## config.mk

```make
export PLATFORM = sky130hd
export DESIGN_NAME = tail_light_seq
export DESIGN_NICKNAME = d
export VERILOG_FILES = /design/src/rtl/tail_light_seq.sv
export SDC_FILE = /design/constraint.sdc
export NUM_CORES = 1
export LEC_CHECK = 0
export ABC_AREA = 1
export ABC_CLOCK_PERIOD_IN_PS = 2300
export CORE_MARGIN = 5
export CORE_UTILIZATION = 40
export CTS_CLUSTER_SIZE = 12
export DETAILED_ROUTE_END_ITERATION = 8
export GPL_TIMING_DRIVEN = 0
export PLACE_DENSITY = 0.59
export SLEW_MARGIN = 15
export SYNTH_ARGS = -nofsm -noshare
export SYNTH_HDL_FRONTEND = slang
export SYNTH_SLANG_ARGS = --single-unit
```

## constraint.sdc

```tcl
create_clock -name clk -period 2.3 [get_ports clk]
set_clock_uncertainty 0.05 [all_clocks]
set_input_delay 0.23 -clock clk [delete_from_list [all_inputs] [get_ports clk]]
set_output_delay 0.23 -clock clk [all_outputs]
set_load 0.02 [all_outputs]
```

## src/rtl/tail_light_seq.sv

```systemverilog
// tail_light_seq: sequential "fill-outward" turn indicator for a 2N-LED bar.
// The left half fills from LEDS[N] upward and the right half fills from
// LEDS[N-1] downward. Both requests together give a hazard flash. A
// prescaler sets how long each step lasts.
// Optional feature: define TAIL_BRAKE_EN to enable the brake overlay. With
// it, brake lights every half that is not sequencing.
module tail_light_seq #(
    parameter int LEDS_PER_SIDE = 4,
    parameter int STEP_DIV      = 1,
    parameter int DIV_W         = 16
) (
    input  logic                         clk,
    input  logic                         reset,
    input  logic                         left,
    input  logic                         right,
    input  logic                         brake,
    output logic [2*LEDS_PER_SIDE-1:0]   LEDS,
    output logic                         active
);

    localparam int N      = LEDS_PER_SIDE;
    localparam int STEP_W = $clog2(N + 1);

    localparam logic [STEP_W-1:0] STEP_ZERO = '0;
    localparam logic [STEP_W-1:0] STEP_ONE  = STEP_W'(1);
    localparam logic [STEP_W-1:0] STEP_LAST = STEP_W'(N);
    localparam logic [DIV_W-1:0]  DIV_LAST  = DIV_W'(STEP_DIV - 1);
    localparam logic [DIV_W-1:0]  DIV_ONE   = DIV_W'(1);

    typedef enum logic [1:0] {
        IDLE      = 2'd0,
        LEFT_RUN  = 2'd1,
        RIGHT_RUN = 2'd2,
        HAZARD    = 2'd3
    } state_t;

    state_t               state_q, state_d;
    logic [STEP_W-1:0]    step_q,  step_d;
    logic [DIV_W-1:0]     div_q,   div_d;
    logic [2*N-1:0]       leds_q,  leds_d;
    logic                 active_q, active_d;
    logic                 tick;
    state_t               req_state;

    // Map the raw switch levels to the sequence they ask for.
    function automatic state_t decode_req(input logic l, input logic r);
        case ({l, r})
            2'b11:   decode_req = HAZARD;
            2'b10:   decode_req = LEFT_RUN;
            2'b01:   decode_req = RIGHT_RUN;
            default: decode_req = IDLE;
        endcase
    endfunction

    // Bit i is lit when i < s: bit 0 is the innermost LED of a half.
    function automatic logic [N-1:0] fill_mask(input logic [STEP_W-1:0] s);
        for (int i = 0; i < N; i++) begin
            fill_mask[i] = (i < int'(s));
        end
    endfunction

    // The right half grows downward, so its innermost LED is the top bit.
    function automatic logic [N-1:0] reverse_bits(input logic [N-1:0] v);
        for (int i = 0; i < N; i++) begin
            reverse_bits[i] = v[N-1-i];
        end
    endfunction

    assign tick      = (div_q == DIV_LAST);
    assign req_state = decode_req(left, right);

    // Next state, step and prescaler; requests only matter in IDLE and at step 0.
    always_comb begin
        state_d = state_q;
        step_d  = step_q;
        div_d   = div_q;
        if (state_q == IDLE) begin
            div_d = '0;
            if (req_state != IDLE) begin
                state_d = req_state;
                step_d  = STEP_ONE;
            end
        end else begin
            div_d = tick ? '0 : (div_q + DIV_ONE);
            if (tick) begin
                if (step_q == STEP_ZERO) begin
                    state_d = req_state;
                    step_d  = (req_state == IDLE) ? STEP_ZERO : STEP_ONE;
                end else if (step_q == STEP_LAST) begin
                    step_d = STEP_ZERO;
                end else begin
                    step_d = step_q + STEP_ONE;
                end
            end
        end
    end

    // Lamp pattern from the next state/step, so outputs line up with the state flops.
    always_comb begin
        leds_d   = '0;
        active_d = (state_d != IDLE);
        case (state_d)
            LEFT_RUN:  leds_d[2*N-1:N] = fill_mask(step_d);
            RIGHT_RUN: leds_d[N-1:0]   = reverse_bits(fill_mask(step_d));
            HAZARD:    leds_d          = (step_d != STEP_ZERO) ? '1 : '0;
            default:   leds_d          = '0;
        endcase
`ifdef TAIL_BRAKE_EN
        if (brake) begin
            case (state_d)
                IDLE:      leds_d          = '1;
                LEFT_RUN:  leds_d[N-1:0]   = '1;
                RIGHT_RUN: leds_d[2*N-1:N] = '1;
                default:   leds_d          = leds_d;
            endcase
        end
`endif
    end

`ifndef TAIL_BRAKE_EN
    logic unused_brake;
    assign unused_brake = brake;
`endif

    // State and output registers, cleared asynchronously.
    always_ff @(posedge clk or negedge reset) begin
        if (!reset) begin
            state_q  <= IDLE;
            step_q   <= '0;
            div_q    <= '0;
            leds_q   <= '0;
            active_q <= 1'b0;
        end else begin
            state_q  <= state_d;
            step_q   <= step_d;
            div_q    <= div_d;
            leds_q   <= leds_d;
            active_q <= active_d;
        end
    end

    assign LEDS   = leds_q;
    assign active = active_q;

endmodule
```

# Word-level counts from Yosys, hierarchy flattened
# Index checks and enable logic that the tools add are counted.
# op_classes
add_sub_neg	2
n_lt_le_gt_ge	4
eq_ne	7
n_mux	16
n_reduce_logical	7
# ops
cell	n
16-bit 2-to-1 mux	2
16-bit by 1-bit adder with 16-bit output, second input constant	1
16-bit logical NOT	1
4-bit one-hot mux with 2 select lines	2
3-bit 2-to-1 mux	5
2-bit equality test, second input constant	4
2-bit 2-to-1 mux	4
8-bit 2-to-1 mux	1
1-bit by 3-bit less-than comparator with 1-bit output, first input constant	2
2-bit by 3-bit less-than comparator with 1-bit output, first input constant	2
2-bit one-hot mux with 3 select lines	1
2-bit by 1-bit equality test with 1-bit output, second input constant	2
2-bit logical NOT	2
2-bit nonzero test	2
3-bit by 1-bit adder with 3-bit output, second input constant	1
3-bit equality test, second input constant	1
3-bit logical NOT	1
3-bit nonzero test	1
1-bit 2-to-1 mux	1
# totals
ff_bits	30
inputBits	5
out_inout_bits	9
wordCells	41

# Longest topological paths before layout
# logic_depth
ltp_word	10
ltp_mapped	14
mapped_depth_nobuf	14

# Worst setup path before layout
# No wires, ideal clock.
# synth_timing
path_kind	register -> register
start	register div_q[0]
end	register leds_q[1] (netlist: LEDS[1])
setup_ps	117
arrival_ps	1492
required_ps	2133
slack_ps	640
stages_incl_launch_ff	15
path_buffers	1
period_less_slack_ps	1660
cell_sequence	dfrtp_1 > inv_1 > ha_1 > inv_1 > nor2_1 > nand2_1 > nor2_2 > nand2_2 > nand2_4 > buf_6 > nand3b_1 > nand2_2 > nor2_2 > nand2_4 > nand2_1
# synth_between
elab_chain_cells	6
elab_cells_between_ends	11
classes_between	order compare: 1; eq/ne: 2; mux: 6; reduce/logical: 2
# synth_rtl
element	line	source
start: declaration	39	logic [DIV_W-1:0] div_q, div_d;
start signal: assignment	136	div_q <= div_d;
16-bit logical NOT *	69	assign tick = (div_q == DIV_LAST);
parallel branches: the longest is 4 deep, another holds 2-bit by 3-bit less-than comparator with 1-bit output	-	
4-bit one-hot mux with 2 select lines *	102	case (state_d)
named net leds_d[1]	40	logic [2*N-1:0] leds_q, leds_d;
end signal: assignment	137	leds_q <= leds_d;
end: declaration	40	
# Mark *: on every way through the listed nets, which the timed path passes.

# Worst setup path in the final report
# layout_timing
start	register div_q[0]
end	register leds_q[5] (netlist: LEDS[5])
# layout_between
elab_chain_cells	6
elab_cells_between_ends	11
classes_between	order compare: 1; eq/ne: 2; mux: 6; reduce/logical: 2
# layout_rtl
element	line
16-bit logical NOT *	69
parallel branches: the longest is 4 deep, another holds 1-bit by 3-bit less-than comparator with 1-bit output	-
4-bit one-hot mux with 2 select lines *	102
named net leds_d[5]	40
# Marked as above.

==> metrics.cfg <==
[status]
status = complete, no violations

[worst_setup_path]
max_stage_delay_ps = 410
cp-end-kind = flop
crit_type = flop to flop
reg2reg_depth = 14
critPathRequiredTime_ps = 2420
cp.arrival_ps = 1970
slowest_stage = dfrtp_1
cp-start-kind = flop
cp_cell_sequence = inv_1 -> ha_1 -> inv_1 -> nor2_1 -> nand2_1 -> nor2_2 -> nand2_2 -> nand2_4 -> buf_6 -> nand3b_1 -> nand2_2 -> nor2_2 -> nand2_4 -> nand2_1
cp_max_fo = 10

[timing]
timing.setup.tns_ps = 0
worstMarginPinSlew_ps = 669.5
hold_viol = 0
grt_setup_unrepaired = false
fin_crit_ps = 1846
fin_crit_sh_pct = 80.25
setup_viol = 0
finalMaxSlewViolations = 0
fmax_mhz = 541.8
relSlewSlack_pct = 55.36
fin_ws_ps = 454.2

[cells_and_area]
fin_util_pct = 47.95
syn_to_final_growth_pct = 17.31
design_area_sq_um = 1891
antenna-diode-count = 0
num-nets-final = 232
drive_above_1_share_pct = 14.73
nFillCells = 391

[detailed_routing]
wl_per_cell_um = 10.93
drt_iter0_markers = 70
wirelength_um = 2994
antenna_left = 0
via_count = 1278
drc = 0
dr.pass1.iters = 4
via_per_inst = 4.664

[synth]
synth_seq_area_share_pct = 46.58
synth_common_cells = 52 x nand2_1, 30 x dfrtp_1, 27 x inv_1, 25 x nor2_1, 19 x nand3_1
synth_edf_count = 0
ys_ff_latch = 30
yosys-top-cells-area = dfrtp_1 47%, nand2_1 12%, inv_1 6.3%
synth_top_area_share_pct = 46.58
synth.most_common_cell = nand2_1
syn_inst = 203
synth_top_area_cell = dfrtp_1
async_flop_share_pct = 100.0
synth.distinct_cells = 27
yosysWarnings = 0
synthFlopType = dfrtp_1
syn_nets = 212
synth_area_sq_um = 1612
synth.avg_cell_area_sq_um = 7.939

[global_routing]
gr-total-overflow = 0
grt_use_total_pct = 13.63
grt_pass1_wl_um = 5589
first_global_vias = 1297
grt_max_degree = 31
antenna_found_initial = 0

[power]
peakVddDrop_mv = 0.6527
p_per_area_nw_per_um2 = 1139
p_leak_nw = 0.9613
power_w = 0.002153

[placed_design]
dp_hpwl_um = 2179
dpl_worst_slack_ps = 426.0
portBuffers = 12
gp_congestion = 0.8049
placed_cell_area_sq_um = 1789

[floorplanning]
initial_core_util_pct = 40.88
die_w_um = 73.48
core_area_sq_um = 3943
io_pins = 14
rows = 23
dieArea_sq_um = 5399
die_height_um = 73.48

[cts]
cts_resized = 0
clock-sinks = 30
h-tree-depth = 2
clkTransAtPathRegs_ps = 60
cts_tree = built
clk_latency_ps = 280
clockRootBuffer = clkbuf_8
max-clock-path-buffers = 2
cts_made_buffers = 5

[hold_path]
worstHoldPathCells = 1
min_path_type = flop to flop

[job]
cap_violations = 0

-- power breakdown --
part / internal (W) / leakage (nW) / total, W / switching, W
registers: 0.000655 / 0.395 / 0.000703 / 0.0000478
clock network: 0.000241 / 0.0482 / 0.000435 / 0.000194
logic: 0.000366 / 0.518 / 0.00101 / 0.000649
-- cells in the final DEF, fill, tap and decap left out, types with 2 or more instances in the layout --
| master | instances |
|---|---|
| a21oi_1 | 5 |
| buf_2 | 2 |
| buf_6 | 2 |
| clkbuf_8 | 6 |
| clkdlybuf4s50_1 | 11 |
| dfrtp_1 | 30 |
| ha_1 | 4 |
| inv_1 | 27 |
| inv_2 | 2 |
| nand2_1 | 52 |
| nand2_2 | 5 |
| nand2_4 | 2 |
| nand3_1 | 19 |
| nand4_1 | 3 |
| nor2_1 | 25 |
| nor2_2 | 9 |
| nor3_1 | 3 |
| nor3_2 | 2 |
| xor2_1 | 2 |
-- critical path: cells and delay by family (launching register included) --
kind          cells  cell delay (ps)
flops             1              410
simple gates     10              900
buf+inv           3              240
fa+ha+maj         1              130
-- layer usage --
metal | track usage [%] | vias up | wire [um]
met1 | 17.08 | 582 | 1454
met3 | 4.514 | 9 | 101
met5 | 0 | - | 0
met4 | 6.036 | 0 | 73
li1 | - | 671 | -
met2 | 21.26 | 16 | 1364
-- path summary, 6_finish.rpt --
check                              start        to  slack [ps]
worst max-delay path            div_q[0]   LEDS[5]         450
worst min-delay path            div_q[0]  div_q[0]         440
worst max register to register  div_q[0]   LEDS[5]         450
worst min register to register  div_q[0]  div_q[0]         440
max in group asynchronous          reset   LEDS[0]        1300
min in group asynchronous          reset  div_q[0]         470
-- registers in the layout (all words and copies together), names as in the netlist --
signal   cells
state_q      2
active       1
LEDS         8
step_q       3
div_q       16
-- cell families (layout without fill, tap and decap cells) --
logic type      after synthesis  in the layout  share of synthesized area, %
flops                        30             30                         46.58
simple gates                124            124                         36.41
compound gates               10             10                         3.804
xor+xnor                      3              3                         1.631
fa+ha+maj                     4              4                         3.106
buf+inv                      32             53                         8.463
-- metrics by stage --
stage	hold WS, ps	std cells
2_1_floorplan	-115.6	203
3_3_place_gp	429.7	265
3_5_place_dp	271.7	265
4_1_cts	447.8	274
5_1_grt	482.9	274
6_report	443.5	274
-- layout make-up --
cell class | instances | area, sq um | share of cell area [%]
Buffer | 3 | 27.53 | 1.456
Clock buffer | 7 | 86.33 | 4.567
Clock inverter | 1 | 5.005 | 0.2647
Inverter | 29 | 108.9 | 5.758
Multi-Input combinational cell | 141 | 724.4 | 38.32
Sequential cell | 30 | 750.7 | 39.71
Tap cell | 50 | 62.56 | 3.309
Timing Repair Buffer | 13 | 125.1 | 6.618
-- timing repair --
action,in CTS,in global routing
endpoints found under the hold margin,30,0
hold buffers,1,0
setup buffers,0,0
No activity file was read; power rests on OpenSTA's default activity.
